$ cat src/rtl/rv_iopmp_pkg.sv
// Shared types and encodings for the IOPMP error-record block.
// Latency: n/a (types and constants only).
// Backpressure: n/a.
package rv_iopmp_pkg;

    // Access type of the faulting transaction
    typedef enum logic [1:0] {
        ACC_NONE  = 2'd0,
        ACC_READ  = 2'd1,
        ACC_WRITE = 2'd2,
        ACC_EXEC  = 2'd3
    } access_t;

    // Error-type encodings reported by the decision logic
    localparam logic [2:0] ETYPE_NONE          = 3'd0;
    localparam logic [2:0] ETYPE_ILLEGAL_READ  = 3'd1;
    localparam logic [2:0] ETYPE_ILLEGAL_WRITE = 3'd2;
    localparam logic [2:0] ETYPE_ILLEGAL_EXEC  = 3'd3;
    localparam logic [2:0] ETYPE_PARTIAL_HIT   = 3'd4;
    localparam logic [2:0] ETYPE_NOT_HIT       = 3'd5;
    localparam logic [2:0] ETYPE_UNKNOWN_SID   = 3'd6;

    // Recorder FSM; any state other than IDLE means a record is valid
    typedef enum logic [1:0] {
        ST_IDLE    = 2'd0,
        ST_MSI_REQ = 2'd1,
        ST_HELD    = 2'd2
    } err_state_e;

    // Fixed-width part of the error record. SID and address widths are
    // module parameters, so those fields are held beside this struct.
    typedef struct packed {
        logic [2:0]  etype;
        access_t     ttype;
        logic [15:0] eid;
    } err_info_t;

endpackage

$ cat src/rtl/rv_iopmp_err_recorder_if.sv
// Error-report, software-control and record bus of the IOPMP error recorder.
// Latency: n/a (wiring only); names follow the recorder's port view.
// Backpressure: none on error strobes; the MSI request waits on msi_ack_i.
interface rv_iopmp_err_recorder_if
    import rv_iopmp_pkg::*;
#(
    parameter int unsigned SID_WIDTH      = 8,
    parameter int unsigned ADDR_WIDTH     = 64,
    parameter int unsigned LOST_CNT_WIDTH = 8
);
    // Error report from the decision logic
    logic                      err_valid_i;
    logic [2:0]                err_type_i;
    logic [15:0]               err_entry_index_i;
    logic [SID_WIDTH-1:0]      err_sid_i;
    logic [ADDR_WIDTH-1:0]     err_addr_i;
    access_t                   err_access_i;
    // ERR_CFG and software control
    logic                      ie_i;
    logic                      msi_en_i;
    logic                      clr_i;
    // Recorded error
    logic                      err_v_o;
    logic [2:0]                err_etype_o;
    access_t                   err_ttype_o;
    logic [15:0]               err_eid_o;
    logic [SID_WIDTH-1:0]      err_sid_o;
    logic [ADDR_WIDTH-1:0]     err_addr_o;
    logic [LOST_CNT_WIDTH-1:0] err_lost_cnt_o;
    // Interrupt signalling
    logic                      wsi_irq_o;
    logic                      msi_req_o;
    logic                      msi_ack_i;

    modport master (
        output err_valid_i, err_type_i, err_entry_index_i, err_sid_i, err_addr_i,
               err_access_i, ie_i, msi_en_i, clr_i, msi_ack_i,
        input  err_v_o, err_etype_o, err_ttype_o, err_eid_o, err_sid_o, err_addr_o,
               err_lost_cnt_o, wsi_irq_o, msi_req_o
    );

    modport slave (
        input  err_valid_i, err_type_i, err_entry_index_i, err_sid_i, err_addr_i,
               err_access_i, ie_i, msi_en_i, clr_i, msi_ack_i,
        output err_v_o, err_etype_o, err_ttype_o, err_eid_o, err_sid_o, err_addr_o,
               err_lost_cnt_o, wsi_irq_o, msi_req_o
    );

endinterface

$ cat src/rtl/rv_iopmp_err_recorder.sv
// Captures the first IOPMP error into a record, counts errors lost while held, raises WSI/MSI.
// Latency: record visible 1 cycle after the strobe; wsi_irq_o 1 cycle after err_v_o.
// Backpressure: none on err_valid_i (extra errors are counted); MSI request held until ack (RV_IOPMP_ERR_MSI_EN).
module rv_iopmp_err_recorder
    import rv_iopmp_pkg::*;
#(
    parameter int unsigned SID_WIDTH      = 8,
    parameter int unsigned ADDR_WIDTH     = 64,
    parameter int unsigned LOST_CNT_WIDTH = 8
) (
    input  logic                   clk_i,
    input  logic                   rst_ni,
    rv_iopmp_err_recorder_if.slave bus
);

    err_state_e                state_q, state_d;
    err_info_t                 info_q, info_d;
    logic [SID_WIDTH-1:0]      sid_q, sid_d;
    logic [ADDR_WIDTH-1:0]     addr_q, addr_d;
    logic [LOST_CNT_WIDTH-1:0] lost_q, lost_d;
    logic [LOST_CNT_WIDTH-1:0] lost_sat;
    logic                      clr_pend_q, clr_pend_d;
    logic                      wsi_q, wsi_d;
    logic                      err_v;
    logic                      capture;

    assign err_v = (state_q != ST_IDLE);

    // Lost counter plus one, sticking at all-ones
    assign lost_sat = (lost_q == {LOST_CNT_WIDTH{1'b1}}) ? lost_q
                                                         : lost_q + LOST_CNT_WIDTH'(1);

    // Next-state, record capture and lost-count update
    always_comb begin
        state_d    = state_q;
        info_d     = info_q;
        sid_d      = sid_q;
        addr_d     = addr_q;
        lost_d     = lost_q;
        clr_pend_d = clr_pend_q;
        capture    = 1'b0;

        case (state_q)
            ST_IDLE: begin
                capture = bus.err_valid_i;
            end
            ST_HELD: begin
                if (bus.clr_i) begin
                    // Clear and a new error together: the new error is recorded
                    lost_d = '0;
                    if (bus.err_valid_i) begin
                        capture = 1'b1;
                    end else begin
                        state_d = ST_IDLE;
                    end
                end else if (bus.err_valid_i) begin
                    lost_d = lost_sat;
                end
            end
`ifdef RV_IOPMP_ERR_MSI_EN
            ST_MSI_REQ: begin
                // Record is frozen; a clear is remembered until the write is acked
                if (bus.err_valid_i) begin
                    lost_d = lost_sat;
                end
                if (bus.clr_i) begin
                    clr_pend_d = 1'b1;
                end
                if (bus.msi_ack_i) begin
                    clr_pend_d = 1'b0;
                    if (clr_pend_q || bus.clr_i) begin
                        state_d = ST_IDLE;
                        lost_d  = '0;
                    end else begin
                        state_d = ST_HELD;
                    end
                end
            end
`endif
            default: begin
                state_d = ST_IDLE;
            end
        endcase

        if (capture) begin
            info_d.etype = bus.err_type_i;
            info_d.ttype = bus.err_access_i;
            info_d.eid   = bus.err_entry_index_i;
            sid_d        = bus.err_sid_i;
            addr_d       = bus.err_addr_i;
`ifdef RV_IOPMP_ERR_MSI_EN
            state_d      = bus.msi_en_i ? ST_MSI_REQ : ST_HELD;
`else
            state_d      = ST_HELD;
`endif
        end
    end

    // Wired interrupt follows the record-valid bit one cycle later
    always_comb begin
`ifdef RV_IOPMP_ERR_MSI_EN
        wsi_d = err_v & bus.ie_i & ~bus.msi_en_i;
`else
        wsi_d = err_v & bus.ie_i;
`endif
    end

    // State and record registers, cleared asynchronously
    always_ff @(posedge clk_i or negedge rst_ni) begin
        if (!rst_ni) begin
            state_q    <= ST_IDLE;
            info_q     <= '0;
            sid_q      <= '0;
            addr_q     <= '0;
            lost_q     <= '0;
            clr_pend_q <= 1'b0;
            wsi_q      <= 1'b0;
        end else begin
            state_q    <= state_d;
            info_q     <= info_d;
            sid_q      <= sid_d;
            addr_q     <= addr_d;
            lost_q     <= lost_d;
            clr_pend_q <= clr_pend_d;
            wsi_q      <= wsi_d;
        end
    end

`ifdef RV_IOPMP_ERR_MSI_EN
    assign bus.msi_req_o = (state_q == ST_MSI_REQ);
`else
    // Without MSI support the select and acknowledge have no effect
    logic unused_msi;
    assign unused_msi    = bus.msi_ack_i ^ bus.msi_en_i;
    assign bus.msi_req_o = 1'b0;
`endif

    assign bus.err_v_o        = err_v;
    assign bus.err_etype_o    = info_q.etype;
    assign bus.err_ttype_o    = info_q.ttype;
    assign bus.err_eid_o      = info_q.eid;
    assign bus.err_sid_o      = sid_q;
    assign bus.err_addr_o     = addr_q;
    assign bus.err_lost_cnt_o = lost_q;
    assign bus.wsi_irq_o      = wsi_q;

endmodule

$ cat src/flat_wrapper.sv
// flat-port wrapper written by rule: the top's interface ports become plain ports
module rv_iopmp_err_recorder_flat import rv_iopmp_pkg::*;
#(
    parameter int unsigned SID_WIDTH      = 8,
    parameter int unsigned ADDR_WIDTH     = 64,
    parameter int unsigned LOST_CNT_WIDTH = 8
)
  (clk_i, rst_ni, bus_err_valid_i, bus_err_type_i, bus_err_entry_index_i, bus_err_sid_i, bus_err_addr_i, bus_err_access_i, bus_ie_i, bus_msi_en_i, bus_clr_i, bus_msi_ack_i, bus_err_v_o, bus_err_etype_o, bus_err_ttype_o, bus_err_eid_o, bus_err_sid_o, bus_err_addr_o, bus_err_lost_cnt_o, bus_wsi_irq_o, bus_msi_req_o);
  rv_iopmp_err_recorder_if #(.SID_WIDTH(SID_WIDTH), .ADDR_WIDTH(ADDR_WIDTH), .LOST_CNT_WIDTH(LOST_CNT_WIDTH)) bus_i ();
  input  logic clk_i;
  input  logic rst_ni;
  input wire logic [$bits(bus_i.err_valid_i)-1:0] bus_err_valid_i;
  input wire logic [$bits(bus_i.err_type_i)-1:0] bus_err_type_i;
  input wire logic [$bits(bus_i.err_entry_index_i)-1:0] bus_err_entry_index_i;
  input wire logic [$bits(bus_i.err_sid_i)-1:0] bus_err_sid_i;
  input wire logic [$bits(bus_i.err_addr_i)-1:0] bus_err_addr_i;
  input wire logic [$bits(bus_i.err_access_i)-1:0] bus_err_access_i;
  input wire logic [$bits(bus_i.ie_i)-1:0] bus_ie_i;
  input wire logic [$bits(bus_i.msi_en_i)-1:0] bus_msi_en_i;
  input wire logic [$bits(bus_i.clr_i)-1:0] bus_clr_i;
  input wire logic [$bits(bus_i.msi_ack_i)-1:0] bus_msi_ack_i;
  output wire logic [$bits(bus_i.err_v_o)-1:0] bus_err_v_o;
  output wire logic [$bits(bus_i.err_etype_o)-1:0] bus_err_etype_o;
  output wire logic [$bits(bus_i.err_ttype_o)-1:0] bus_err_ttype_o;
  output wire logic [$bits(bus_i.err_eid_o)-1:0] bus_err_eid_o;
  output wire logic [$bits(bus_i.err_sid_o)-1:0] bus_err_sid_o;
  output wire logic [$bits(bus_i.err_addr_o)-1:0] bus_err_addr_o;
  output wire logic [$bits(bus_i.err_lost_cnt_o)-1:0] bus_err_lost_cnt_o;
  output wire logic [$bits(bus_i.wsi_irq_o)-1:0] bus_wsi_irq_o;
  output wire logic [$bits(bus_i.msi_req_o)-1:0] bus_msi_req_o;
  assign bus_i.err_valid_i = bus_err_valid_i;
  assign bus_i.err_type_i = bus_err_type_i;
  assign bus_i.err_entry_index_i = bus_err_entry_index_i;
  assign bus_i.err_sid_i = bus_err_sid_i;
  assign bus_i.err_addr_i = bus_err_addr_i;
  assign bus_i.err_access_i = bus_err_access_i;
  assign bus_i.ie_i = bus_ie_i;
  assign bus_i.msi_en_i = bus_msi_en_i;
  assign bus_i.clr_i = bus_clr_i;
  assign bus_i.msi_ack_i = bus_msi_ack_i;
  assign bus_err_v_o = bus_i.err_v_o;
  assign bus_err_etype_o = bus_i.err_etype_o;
  assign bus_err_ttype_o = bus_i.err_ttype_o;
  assign bus_err_eid_o = bus_i.err_eid_o;
  assign bus_err_sid_o = bus_i.err_sid_o;
  assign bus_err_addr_o = bus_i.err_addr_o;
  assign bus_err_lost_cnt_o = bus_i.err_lost_cnt_o;
  assign bus_wsi_irq_o = bus_i.wsi_irq_o;
  assign bus_msi_req_o = bus_i.msi_req_o;
  rv_iopmp_err_recorder #(.SID_WIDTH(SID_WIDTH), .ADDR_WIDTH(ADDR_WIDTH), .LOST_CNT_WIDTH(LOST_CNT_WIDTH)) u_core (.clk_i(clk_i), .rst_ni(rst_ni), .bus(bus_i));
endmodule
$ cat config.mk
export PLATFORM = sky130hd
export DESIGN_NAME = rv_iopmp_err_recorder_flat
export DESIGN_NICKNAME = d
export VERILOG_FILES = /design/src/rtl/rv_iopmp_pkg.sv /design/src/rtl/rv_iopmp_err_recorder_if.sv /design/src/rtl/rv_iopmp_err_recorder.sv /design/src/flat_wrapper.sv
export SDC_FILE = /design/constraint.sdc
export NUM_CORES = 1
export LEC_CHECK = 0
export BUFFER_PORTS_ARGS = -buffer_cell sky130_fd_sc_hd__buf_4
export CAP_MARGIN = 20
export CORE_ASPECT_RATIO = 0.6
export CORE_MARGIN = 8
export CORE_UTILIZATION = 31
export CTS_CLUSTER_DIAMETER = 60
export DETAILED_ROUTE_END_ITERATION = 12
export GPL_ROUTABILITY_DRIVEN = 1
export PLACE_DENSITY_LB_ADDON = 0.1
export SKIP_LAST_GASP = 1
export SLEW_MARGIN = 30
export SYNTH_ARGS = -nofsm -noshare
export SYNTH_HDL_FRONTEND = slang
export SYNTH_SLANG_ARGS = --single-unit
$ cat constraint.sdc
create_clock -name clk_i -period 1.89 [get_ports clk_i]
set_input_delay 0.0945 -clock clk_i [delete_from_list [all_inputs] [get_ports clk_i]]
set_output_delay 0.0945 -clock clk_i [all_outputs]
set_load 0.02 [all_outputs]
==> results.sh <==
export IMPL_synth_compound_area_share_pct=2.94
export IMPL_hold_buffers=95
export IMPL_criticalPathCategory="flip-flop to flip-flop"
export IMPL_clock_latency_ns=0.34
export IMPL_place_gp_congestion=0.703
export IMPL_setup_violations=0
export IMPL_via_per_inst=4.36
export IMPL_power_density_nw_per_um2=888
export IMPL_vias=3159
export IMPL_fin_crit_sh_pct=85.0
export IMPL_synth_fa_ha_area_share_pct=0.294
export IMPL_pwr_share_clk_pct=27.0
export IMPL_p_leak_uw=0.00353
export IMPL_synthesis_nets=350
export IMPL_yosysWarnings=0
export IMPL_syn_area_per_cell_sq_um=17.1
export IMPL_fin_setup_tns_ns=0
export IMPL_worst_setup_path_end_kind="flip-flop"
export IMPL_die_h_um=107
export IMPL_rsz0062_at_grt="false"
export IMPL_fin_nets=648
export IMPL_synth_xor_area_share_pct=0.206
export IMPL_final_hold_violation_count=0
export IMPL_cts_root_buf="clkbuf_16"
export IMPL_gr_total_overflow=0
export IMPL_drc=0
export IMPL_ys_types=28
export IMPL_synth_top_family_by_area="multiplexers"
export IMPL_io_buffers=200
export IMPL_utilization_pct=52.9
export IMPL_numCtsBuffers=9
export IMPL_grt_max_degree=104
export IMPL_cts_tree="built"
export IMPL_p_sw_uw=1880
export IMPL_path_clk_slew_ns=0.07
export IMPL_synth_largest_area_cell="dfrtp_1"
export IMPL_synthSimpleGateAreaFrac_pct=2.27
export IMPL_grt_antenna_before_repair=0
export IMPL_ys_flop_type="dfrtp_1"
export IMPL_synth_seq_area_share_pct=60.7
export IMPL_muxShareOfSynthArea_pct=30.8
export IMPL_coreArea_sq_um=13500
export IMPL_path_max_fanout=57
export IMPL_cts_resized=0
export IMPL_synth_top_area_share_pct=60.7
export IMPL_maxCapViolCount=0
export IMPL_power_frac_comb_pct=30.3
export IMPL_synth_most_common_cell="dfrtp_1"
export IMPL_netlist_instances=249
export IMPL_hpwl_um=8140
export IMPL_syn2layout_area_growth_pct=68.1
export IMPL_ys_async_sr_fraction_pct=100
export IMPL_cts_sinks=103
export IMPL_synth_commonest_cells="dfrtp_1, mux2_4, mux2_2"
export IMPL_outcome="complete, no violations"
export IMPL_required_ns=2.11
export IMPL_slew_violations=0
export IMPL_skew_ns=0.00849
export IMPL_grt_util_all_layers_pct=13.8
export IMPL_wire_per_inst_um=17.0
export IMPL_maxSlewHeadroom_pct=59.7
export IMPL_vdd_ir_drop_max_mv=0.485
export IMPL_syn_area_sq_um=4250
export IMPL_ant_nets=0
export IMPL_drtIter0Drc=132
export IMPL_worstPathArrival_ns=1.83
export IMPL_min_path_type="input pin to flip-flop"
export IMPL_start_util_pct=31.5
export IMPL_first_pass_iters=4
export IMPL_tightestPinTransition_ns=0.605
export IMPL_grt_pass1_wl_um=19900
export IMPL_post_cts_buffers=0
export IMPL_synth_edf_count=0
export IMPL_die_w_um=167
export IMPL_grt_pass1_vias=3624
export IMPL_clockBufferDepth=2
export IMPL_routed_wl_um=12300
export IMPL_p_seq_share_pct=42.7
export IMPL_start_kind="flip-flop"
export IMPL_p_int_uw=4470
export IMPL_fillCellCount=1118
export IMPL_p_sw_share_pct=29.6
export IMPL_post_route_min_period_ns=1.61
export IMPL_fmaxAchievable_ghz=0.622
export IMPL_rows=33
export IMPL_drive_gt1_share_pct=56.7
export IMPL_synth_area_leaders="dfrtp_1, mux2_4, mux2_2, buf_6, a21oi_1"
export IMPL_cts_max_level=3
export IMPL_dieArea_sq_um=17800
export IMPL_ioPinCount=204
export IMPL_ys_ff_latch=103
export IMPL_antennaDiodeCount=0
==> placed cells by master (no fill, tap or decap), types with 3 or more instances in the layout <==
cell type      Yosys  final
a21oi_1            6      6
buf_12             0      3
buf_4              1    200
clkbuf_16          0      9
dfrtp_1          103    103
dlygate4sd3_1      0     95
mux2_2            23     23
mux2_4            70     70
nand2_1            4      3
nand3_1            3      3
nor2_1             5      5
o21ai_0            4      4
==> layout make-up <==
type	instances	area [sq um]	area share (%)
Clock buffer	10	229	3.21
Inverter	2	7.51	0.105
Multi-Input combinational cell	133	1560	21.9
Clock inverter	4	32.5	0.456
Timing Repair Buffer	298	2510	35.2
Tap cell	175	219	3.07
Sequential cell	103	2580	36.1
==> final timing paths <==
check | startpoint | to | slack (ns) | cells past startpoint
worst max-delay path | u_core.state_q[1] | u_core.bus.err_eid_o[2] | 0.28 | 4
max in group asynchronous | rst_ni | u_core.bus.err_eid_o[15] | 1.04 | 3
worst min register to register | u_core.bus.err_addr_o[52] | u_core.bus.err_addr_o[52] | 0.51 | 1
min in group asynchronous | rst_ni | u_core.bus.err_addr_o[62] | 0.35 | 3
worst max register to register | u_core.state_q[1] | u_core.bus.err_eid_o[2] | 0.28 | 4
worst min-delay path | bus_err_valid_i | u_core.state_q[1] | 0.03 | 2
==> logic make-up (layout without fill, tap and decap cells) <==
kind of cell,count (synthesis),after routing
muxes,93,93
AOI/OAI and AO/OA,18,18
DFF,103,103
and+or+nand+nor,19,19
adders and majority gates,1,1
other,1,1
xor gates and xnor gates,1,1
buffers and inverters,13,314
==> registers in the layout, indices dropped and copies added, names as in the netlist <==
name / cells
u_core.state_q: 1
u_core.bus.err_addr_o: 64
u_core.bus.err_ttype_o: 2
u_core.bus.err_eid_o: 16
u_core.bus.err_lost_cnt_o: 8
u_core.bus.err_sid_o: 8
u_core.bus.err_etype_o: 3
u_core.bus.wsi_irq_o: 1
==> power by group through the flow <==
| stage | Combinational [uW] | Sequential (uW) | Clock (uW) |
|---|---|---|---|
| global placement | 1770 | 2730 | 0 |
| floorplan | 552 | 3120 | 0 |
| CTS | 1950 | 2710 | 1790 |
| finish | 1920 | 2710 | 1710 |
| global route | 2040 | 2750 | 1890 |
| detailed placement | 1780 | 2740 | 0 |
==> through the flow <==
step           setup slack [ns]  hold WS, ns  area, sq um  instances  total power (uW)
3_3_place_gp              0.287        0.212         5930        616              4500
2_1_floorplan             0.436       -0.201         4250        249              3670
4_1_cts                   0.251       0.0135         7140        725              6450
5_1_grt                   0.186       0.0305         7140        725              6680
6_report                  0.283       0.0297         7140        725              6350
3_5_place_dp              0.275        0.213         5930        616              4520
==> metal layers <==
layer / global-route usage (%) / wire, um / up-vias
li1: - / - / 1466
met1: 17.8 / 5680 / 1555
met2: 20.7 / 5440 / 130
met3: 6.68 / 1130 / 8
met4: 2.60 / 78 / 0
met5: 0 / 0 / -
==> worst max-delay path: stages (launching register included) <==
cell      delay, ns
dfrtp_1        0.47
nand2b_1       0.15
nand2_4        0.12
buf_12         0.35
mux2_2         0.39
(Power assumes the default switching activity.)
